--- config.mk ---
export PLATFORM = sky130hd
export DESIGN_NAME = key_sw_conditioner_flat
export DESIGN_NICKNAME = d
export VERILOG_FILES = /design/src/rtl/key_sw_conditioner_pkg.sv /design/src/rtl/key_sw_conditioner_if.sv /design/src/rtl/debounce_bit.sv /design/src/rtl/key_sw_conditioner.sv /design/src/flat_wrapper.sv
export SDC_FILE = /design/constraint.sdc
export NUM_CORES = 1
export LEC_CHECK = 0
export BUFFER_PORTS_ARGS = -buffer_cell sky130_fd_sc_hd__buf_2
export CORE_ASPECT_RATIO = 1.4
export CORE_MARGIN = 4
export CORE_UTILIZATION = 55
export CTS_CLUSTER_DIAMETER = 50
export DETAILED_ROUTE_END_ITERATION = 16
export HOLD_SLACK_MARGIN = 0.05
export PLACE_DENSITY = 0.78
export SYNTH_ARGS = -nofsm -noshare
export SYNTH_HDL_FRONTEND = slang
export SYNTH_SLANG_ARGS = --single-unit
--- constraint.sdc ---
create_clock -name clk -period 1.8 [get_ports clk]
set_input_delay 0.09 -clock clk [delete_from_list [all_inputs] [get_ports clk]]
set_output_delay 0.09 -clock clk [all_outputs]
set_load 0.02 [all_outputs]
--- src/rtl/key_sw_conditioner_pkg.sv ---
// key_sw_conditioner_pkg: I/O map and widths for the key/switch conditioner.
// KEYEV sits next to the KEY and SW input ports.
package key_sw_conditioner_pkg;

  localparam logic [15:0] IO_KEY = 16'h0004;
  localparam logic [15:0] IO_SW  = 16'h0008;
  localparam logic [15:0] KEYEV  = 16'h000C;

  localparam int KEY_EV_W = 4;
  localparam int SW_W     = 10;

endpackage

--- src/rtl/key_sw_conditioner_if.sv ---
// key_sw_conditioner_if: J1 I/O bus slice seen by the conditioner.
// The master drives strobes, address and write data; the slave returns read data.
interface key_sw_conditioner_if;

  logic        io_rd;
  logic        io_wr;
  logic [15:0] io_addr;
  logic [15:0] io_dout;
  logic [15:0] io_din;

  modport master (
    output io_rd,
    output io_wr,
    output io_addr,
    output io_dout,
    input  io_din
  );

  modport slave (
    input  io_rd,
    input  io_wr,
    input  io_addr,
    input  io_dout,
    output io_din
  );

endinterface

--- src/rtl/debounce_bit.sv ---
// debounce_bit: 2-flop synchroniser, stability counter and stable level.
// rise_o/fall_o pulse in the cycle whose clock edge updates stable_o.
module debounce_bit #(
  parameter int unsigned DEBOUNCE_CYCLES = 500000,
  parameter logic        RESET_VAL       = 1'b0
) (
  input  logic clk,
  input  logic reset,
  input  logic raw_i,
  output logic stable_o,
  output logic rise_o,
  output logic fall_o
);

  localparam int unsigned CW = $clog2(DEBOUNCE_CYCLES);
  localparam logic [CW-1:0] LAST = CW'(DEBOUNCE_CYCLES - 1);

  logic          s1_q;
  logic          s2_q;
  logic          stable_q;
  logic          stable_d;
  logic [CW-1:0] cnt_q;
  logic [CW-1:0] cnt_d;
  logic          diff;
  logic          done;

  assign diff = s2_q ^ stable_q;
  assign done = diff && (cnt_q == LAST);

  // any sample matching the stable level restarts the count
  always_comb begin
    cnt_d    = '0;
    stable_d = stable_q;
    if (done) begin
      stable_d = s2_q;
    end else if (diff) begin
      cnt_d = cnt_q + 1'b1;
    end
  end

  always_ff @(posedge clk) begin
    if (reset) begin
      s1_q     <= RESET_VAL;
      s2_q     <= RESET_VAL;
      stable_q <= RESET_VAL;
      cnt_q    <= '0;
    end else begin
      s1_q     <= raw_i;
      s2_q     <= s1_q;
      stable_q <= stable_d;
      cnt_q    <= cnt_d;
    end
  end

  assign stable_o = stable_q;
  assign rise_o   = done & s2_q & ~reset;
  assign fall_o   = done & ~s2_q & ~reset;

endmodule

--- src/rtl/key_sw_conditioner.sv ---
// key_sw_conditioner: debounces keys/switches, latches press events at KEYEV.
// Define KEY_RELEASE_EV_EN to also latch release events in KEYEV bits [7:4].
module key_sw_conditioner
  import key_sw_conditioner_pkg::*;
#(
  parameter int unsigned DEBOUNCE_CYCLES = 500000,
  parameter bit          KEY_ACTIVE_LOW  = 1'b1
) (
  input  logic                clk,
  input  logic                reset,
  input  logic [KEY_EV_W-1:0] key_raw,
  input  logic [SW_W-1:0]     sw_raw,
  output logic [KEY_EV_W-1:0] key_db,
  output logic [SW_W-1:0]     sw_db,
  key_sw_conditioner_if.slave io,
  output logic                key_irq
);

  logic [KEY_EV_W-1:0] k_rise;
  logic [KEY_EV_W-1:0] k_fall;
  logic [KEY_EV_W-1:0] press;
  logic [KEY_EV_W-1:0] clr;
  logic [KEY_EV_W-1:0] ev_q;
  logic [KEY_EV_W-1:0] ev_d;
  logic [SW_W-1:0]     sw_rise;
  logic [SW_W-1:0]     sw_fall;
  logic                sel;
  logic                wsel;
  logic                edge_unused;

  for (genvar i = 0; i < KEY_EV_W; i++) begin : g_key
    debounce_bit #(
      .DEBOUNCE_CYCLES (DEBOUNCE_CYCLES),
      .RESET_VAL       (KEY_ACTIVE_LOW)
    ) u_db (
      .clk      (clk),
      .reset    (reset),
      .raw_i    (key_raw[i]),
      .stable_o (key_db[i]),
      .rise_o   (k_rise[i]),
      .fall_o   (k_fall[i])
    );
  end

  for (genvar i = 0; i < SW_W; i++) begin : g_sw
    debounce_bit #(
      .DEBOUNCE_CYCLES (DEBOUNCE_CYCLES),
      .RESET_VAL       (1'b0)
    ) u_db (
      .clk      (clk),
      .reset    (reset),
      .raw_i    (sw_raw[i]),
      .stable_o (sw_db[i]),
      .rise_o   (sw_rise[i]),
      .fall_o   (sw_fall[i])
    );
  end

  assign edge_unused = ^{sw_rise, sw_fall};

  assign press = KEY_ACTIVE_LOW ? k_fall : k_rise;
  assign sel   = io.io_addr == KEYEV;
  assign wsel  = io.io_wr && sel;
  assign clr   = wsel ? io.io_dout[KEY_EV_W-1:0] : '0;

  // a new press outranks a clear landing on the same edge
  assign ev_d = (ev_q & ~clr) | press;

  always_ff @(posedge clk) begin
    if (reset) begin
      ev_q <= '0;
    end else begin
      ev_q <= ev_d;
    end
  end

`ifdef KEY_RELEASE_EV_EN
  logic [KEY_EV_W-1:0] relse;
  logic [KEY_EV_W-1:0] rclr;
  logic [KEY_EV_W-1:0] rel_q;
  logic [KEY_EV_W-1:0] rel_d;
  logic [7:0]          dout_unused;

  assign relse = KEY_ACTIVE_LOW ? k_rise : k_fall;
  assign rclr  = wsel ? io.io_dout[2*KEY_EV_W-1:KEY_EV_W] : '0;
  assign rel_d = (rel_q & ~rclr) | relse;

  always_ff @(posedge clk) begin
    if (reset) begin
      rel_q <= '0;
    end else begin
      rel_q <= rel_d;
    end
  end

  assign io.io_din   = (io.io_rd && sel) ? {8'h00, rel_q, ev_q} : 16'h0000;
  assign key_irq     = |{rel_q, ev_q};
  assign dout_unused = io.io_dout[15:8];
`else
  logic [11:0] dout_unused;

  assign io.io_din   = (io.io_rd && sel) ? {12'h000, ev_q} : 16'h0000;
  assign key_irq     = |ev_q;
  assign dout_unused = io.io_dout[15:4];
`endif

endmodule

--- src/flat_wrapper.sv ---
// flat-port wrapper written by rule: the top's interface ports become plain ports
module key_sw_conditioner_flat import key_sw_conditioner_pkg::*;
#(
  parameter int unsigned DEBOUNCE_CYCLES = 500000,
  parameter bit          KEY_ACTIVE_LOW  = 1'b1
)
  (clk, reset, key_raw, sw_raw, key_db, sw_db, key_irq, io_io_rd, io_io_wr, io_io_addr, io_io_dout, io_io_din);
  key_sw_conditioner_if io_i ();
  input  logic clk;
  input  logic reset;
  input  logic [KEY_EV_W-1:0] key_raw;
  input  logic [SW_W-1:0] sw_raw;
  output logic [KEY_EV_W-1:0] key_db;
  output logic [SW_W-1:0] sw_db;
  output logic key_irq;
  input wire logic [$bits(io_i.io_rd)-1:0] io_io_rd;
  input wire logic [$bits(io_i.io_wr)-1:0] io_io_wr;
  input wire logic [$bits(io_i.io_addr)-1:0] io_io_addr;
  input wire logic [$bits(io_i.io_dout)-1:0] io_io_dout;
  output wire logic [$bits(io_i.io_din)-1:0] io_io_din;
  assign io_i.io_rd = io_io_rd;
  assign io_i.io_wr = io_io_wr;
  assign io_i.io_addr = io_io_addr;
  assign io_i.io_dout = io_io_dout;
  assign io_io_din = io_i.io_din;
  key_sw_conditioner #(.DEBOUNCE_CYCLES(DEBOUNCE_CYCLES), .KEY_ACTIVE_LOW(KEY_ACTIVE_LOW)) u_core (.clk(clk), .reset(reset), .key_raw(key_raw), .sw_raw(sw_raw), .key_db(key_db), .sw_db(sw_db), .io(io_i), .key_irq(key_irq));
endmodule
==> results.md <==
- Post-layout util: 0.680
- Drt first-iter violations: 408
- Worst-path clk slew: 0.06 ns
- Final Cycle Share: 1.06
- Unrepaired setup endpoints after global routing: true
- Initial antenna violation count: 0
- Final min period: 1.90 ns
- Static leakage: 5.66 nW
- H-Tree Depth: 1
- # setup viols final: 20
- Critical Path End Type: flip-flop
- Worst path setup slack after routing: -0.0994 ns
- Share of post-route cells with drive strength above 1: 0.186
- EDFF count, synth: 0
- Starting Density: 0.560
- CTS tree: yes
- Max stage delay on crit path: 0.56 ns
- Worst path top cell family by delay: simple AND/OR/NAND/NOR gates
- Yosys top cell by area: dfxtp_1
- Top-area cell type share of the netlist area: 0.449
- WL/cell: 13.4 µm
- Worst path bufs/invs: 1
- Total GRT Usage: 0.201
- Main synth FF type: dfxtp_1
- Clk_skew: 0.00712 ns
- Clk buf depth: 3
- Detail Placement HPWL: 19,700 µm
- Startpoint Class: flip-flop
- Failing checks: setup timing
- Final hold vios: 0
- Synth async-reset ratio: 0
- Fmax: 0.526 GHz
- Post-Synthesis Cell Area: 13,900 µm²
- CTS sink cnt: 312
- Yosys reg bits: 312
- Area grow syn2layout: 21.4%
- Syn avg cell area: 8.77 µm²
- GP Congestion: 0.846
- IO Port Bufs: 56
- Placed instance area: 15,300 µm²
- Via density: 5.57
- Largest net degree at the start of global routing: 46
- Skew-Pair Late Insertion Delay: 0.55 ns
- Row Count: 68
- Die Wd: 142 µm
- Ranking of synthesized cells by area: dfxtp_1, xor2_1, nor2_1
- Yosys cell types: 62
- DRC: 0
- Slowest-stage cell, CP: or4_4
- First-pass GRT wire length: 49,800 µm
- Diodes inserted: 0
- Critical path class: reg -> reg
- Final ANT Viol Nets: 0
- Commonest non-fill, non-tap cells in the layout: dfxtp_1, nor2_1, buf_4, nand3_1, xor2_1
- First-pass iteration count of the detailed router: 5
- Vias: 11.8k
- Peak supply drop: 0.802 mV
- Register area share after synthesis: 0.449
- MaxCap Viol Count: 0
- Syn. warnings: 0
- CP Data Required Time: 2.23 ns
- Finished Cell Area: 16,900 µm²
- Fillers: 1,972
- Grt ovf: 0
- CTS Buf Count: 31
- Crit path DAT: 2.33 ns
- Core ar.: 24,800 µm²
- Pwr per Cell Area: 813 nW/µm²
- Cell count after synthesis: 1,588
- CP cell instances: or4b_4 -> or4_4 -> o21bai_4 -> buf_6 -> a21oi_1
- Min-delay worst type: in -> reg
- Post-Route WL: 28,400 µm
- Root Driver: clkbuf_16
- Nets@finish: 1,839
- I/O pin cnt: 81
- Commonest non-fill, non-tap cell in the layout: dfxtp_1
- Slew Viols, Final: 0
- Vias in the first global route: 11.7k
- CP Max Fanout: 8
- Pre-CTS setup slack: -0.111 ns
- Die height: 196 µm
- Status: complete, but fails checks
- Die area: 28,000 µm²
[worst register-to-register path: stages, from the launching register on]
cell and delay (ns):
dfxtp_2 0.32, or4b_4 0.52, or4_4 0.56, o21bai_4 0.17, buf_6 0.15, a21oi_1 0.05
[through the flow]
stage / hold WS [ns] / cells / TNS [ns] / power (W)
final: 0.0708 / 2114 / -1.34 / 0.0138
after global routing: 0.0934 / 2114 / -3.32 / 0.0142
after CTS: 0.0509 / 2111 / -1.13 / 0.0139
after global placement: 0.272 / 2020 / -0.995 / 0.00736
after floorplan: 0.194 / 1599 / -0.833 / 0.00727
after detailed placement: 0.274 / 2020 / -1.71 / 0.00736
[metal layers]
| layer | global-route usage | wire length (µm) | part of all wire |
|---|---|---|---|
| met5 | 0 | 0 | 0 |
| met4 | 0.0645 | 663 | 0.023 |
| met3 | 0.0305 | 988 | 0.035 |
| met2 | 0.370 | 14900 | 0.52 |
| met1 | 0.236 | 11900 | 0.42 |
[cells in the mapped netlist, types with 3 or more instances]
cell type and count:
xnor2_1 90, or3_1 54, and3_1 20, buf_6 3, nor2_1 210, ha_1 14, clkbuf_1 38, or4_1 36
o31ai_1 33, or4b_2 5, nor2b_1 22, or4b_1 3, nor3_1 25, nand4_1 65, buf_2 5, nand2_1 92
a21oi_1 79, o211ai_1 5, nor4b_1 22, o21ai_0 45, dfxtp_1 312, buf_4 29, xor2_1 91, or3b_2 5
nor4_1 29, and4_1 26, nand3b_1 3, or2_2 15, and2_1 15, o21a_1 4, inv_1 52, nand3_1 96
[cell families after synthesis]
family	Yosys count	synth area share
AO/OA/AOI/OAI	190	0.0838
XOR/XNOR	181	0.114
adder cells (fa/ha/maj)	14	0.0126
buffers and inverters	130	0.0450
flip-flops	312	0.449
other	1	0.000269
AND/OR/NAND/NOR	760	0.296
[power by group]
group	total (W)	switching, W	internal, W
Sequential	0.00696	0.0000220	0.00694
Combinational	0.000304	0.000152	0.000152
Clock	0.00648	0.00269	0.00380
Total	0.0138	0.00286	0.0109
[registers in the layout, indices dropped and copies added (netlist names)]
signal and flops:
u_core.g_sw.u_db.s1_q 10, u_core.g_key.u_db.s1_q 4, u_core.ev_q 4, u_core.g_sw.u_db.cnt_q 190, u_core.g_key.u_db.cnt_q 76, u_core.g_sw.u_db.stable_o 10, u_core.g_key.u_db.s2_q 4, u_core.g_sw.u_db.s2_q 10
u_core.g_key.u_db.stable_o 4
[cell type report]
| type | instances | area (µm²) | share of cell area |
|---|---|---|---|
| Timing Repair Buffer | 221 | 1720 | 0.102 |
| Sequential cell | 312 | 6270 | 0.371 |
| Clock inverter | 18 | 185 | 0.0110 |
| Tap cell | 315 | 394 | 0.0233 |
| Inverter | 52 | 195 | 0.0115 |
| Clock buffer | 39 | 856 | 0.0506 |
| Multi-Input combinational cell | 1157 | 7280 | 0.431 |
[timing repair]
item | 4_1_cts | 5_1_grt
hold endpoints to repair | 41 | 0
setup endpoints to repair | 40 | 95
resized for setup | 8 | 44
hold buffers | 34 | 0
buffers inserted | 0 | 3
pin swaps | 2 | 10
[worst paths after layout]
| check | from | end | slack [ns] | cells past startpoint |
|---|---|---|---|---|
| max | u_core.g_key[0].u_db.cnt_q[12] | u_core.g_key[0].u_db.cnt_q[14] | -0.1 | 5 |
| min reg2reg | u_core.g_key[1].u_db.s1_q | u_core.g_key[1].u_db.s2_q | 0.42 | 1 |
| max reg2reg | u_core.g_key[0].u_db.cnt_q[12] | u_core.g_key[0].u_db.cnt_q[14] | -0.1 | 5 |
| min | io_io_addr[14] | u_core.ev_q[0] | 0.07 | 5 |
No activity file was read; power rests on OpenSTA's default activity.
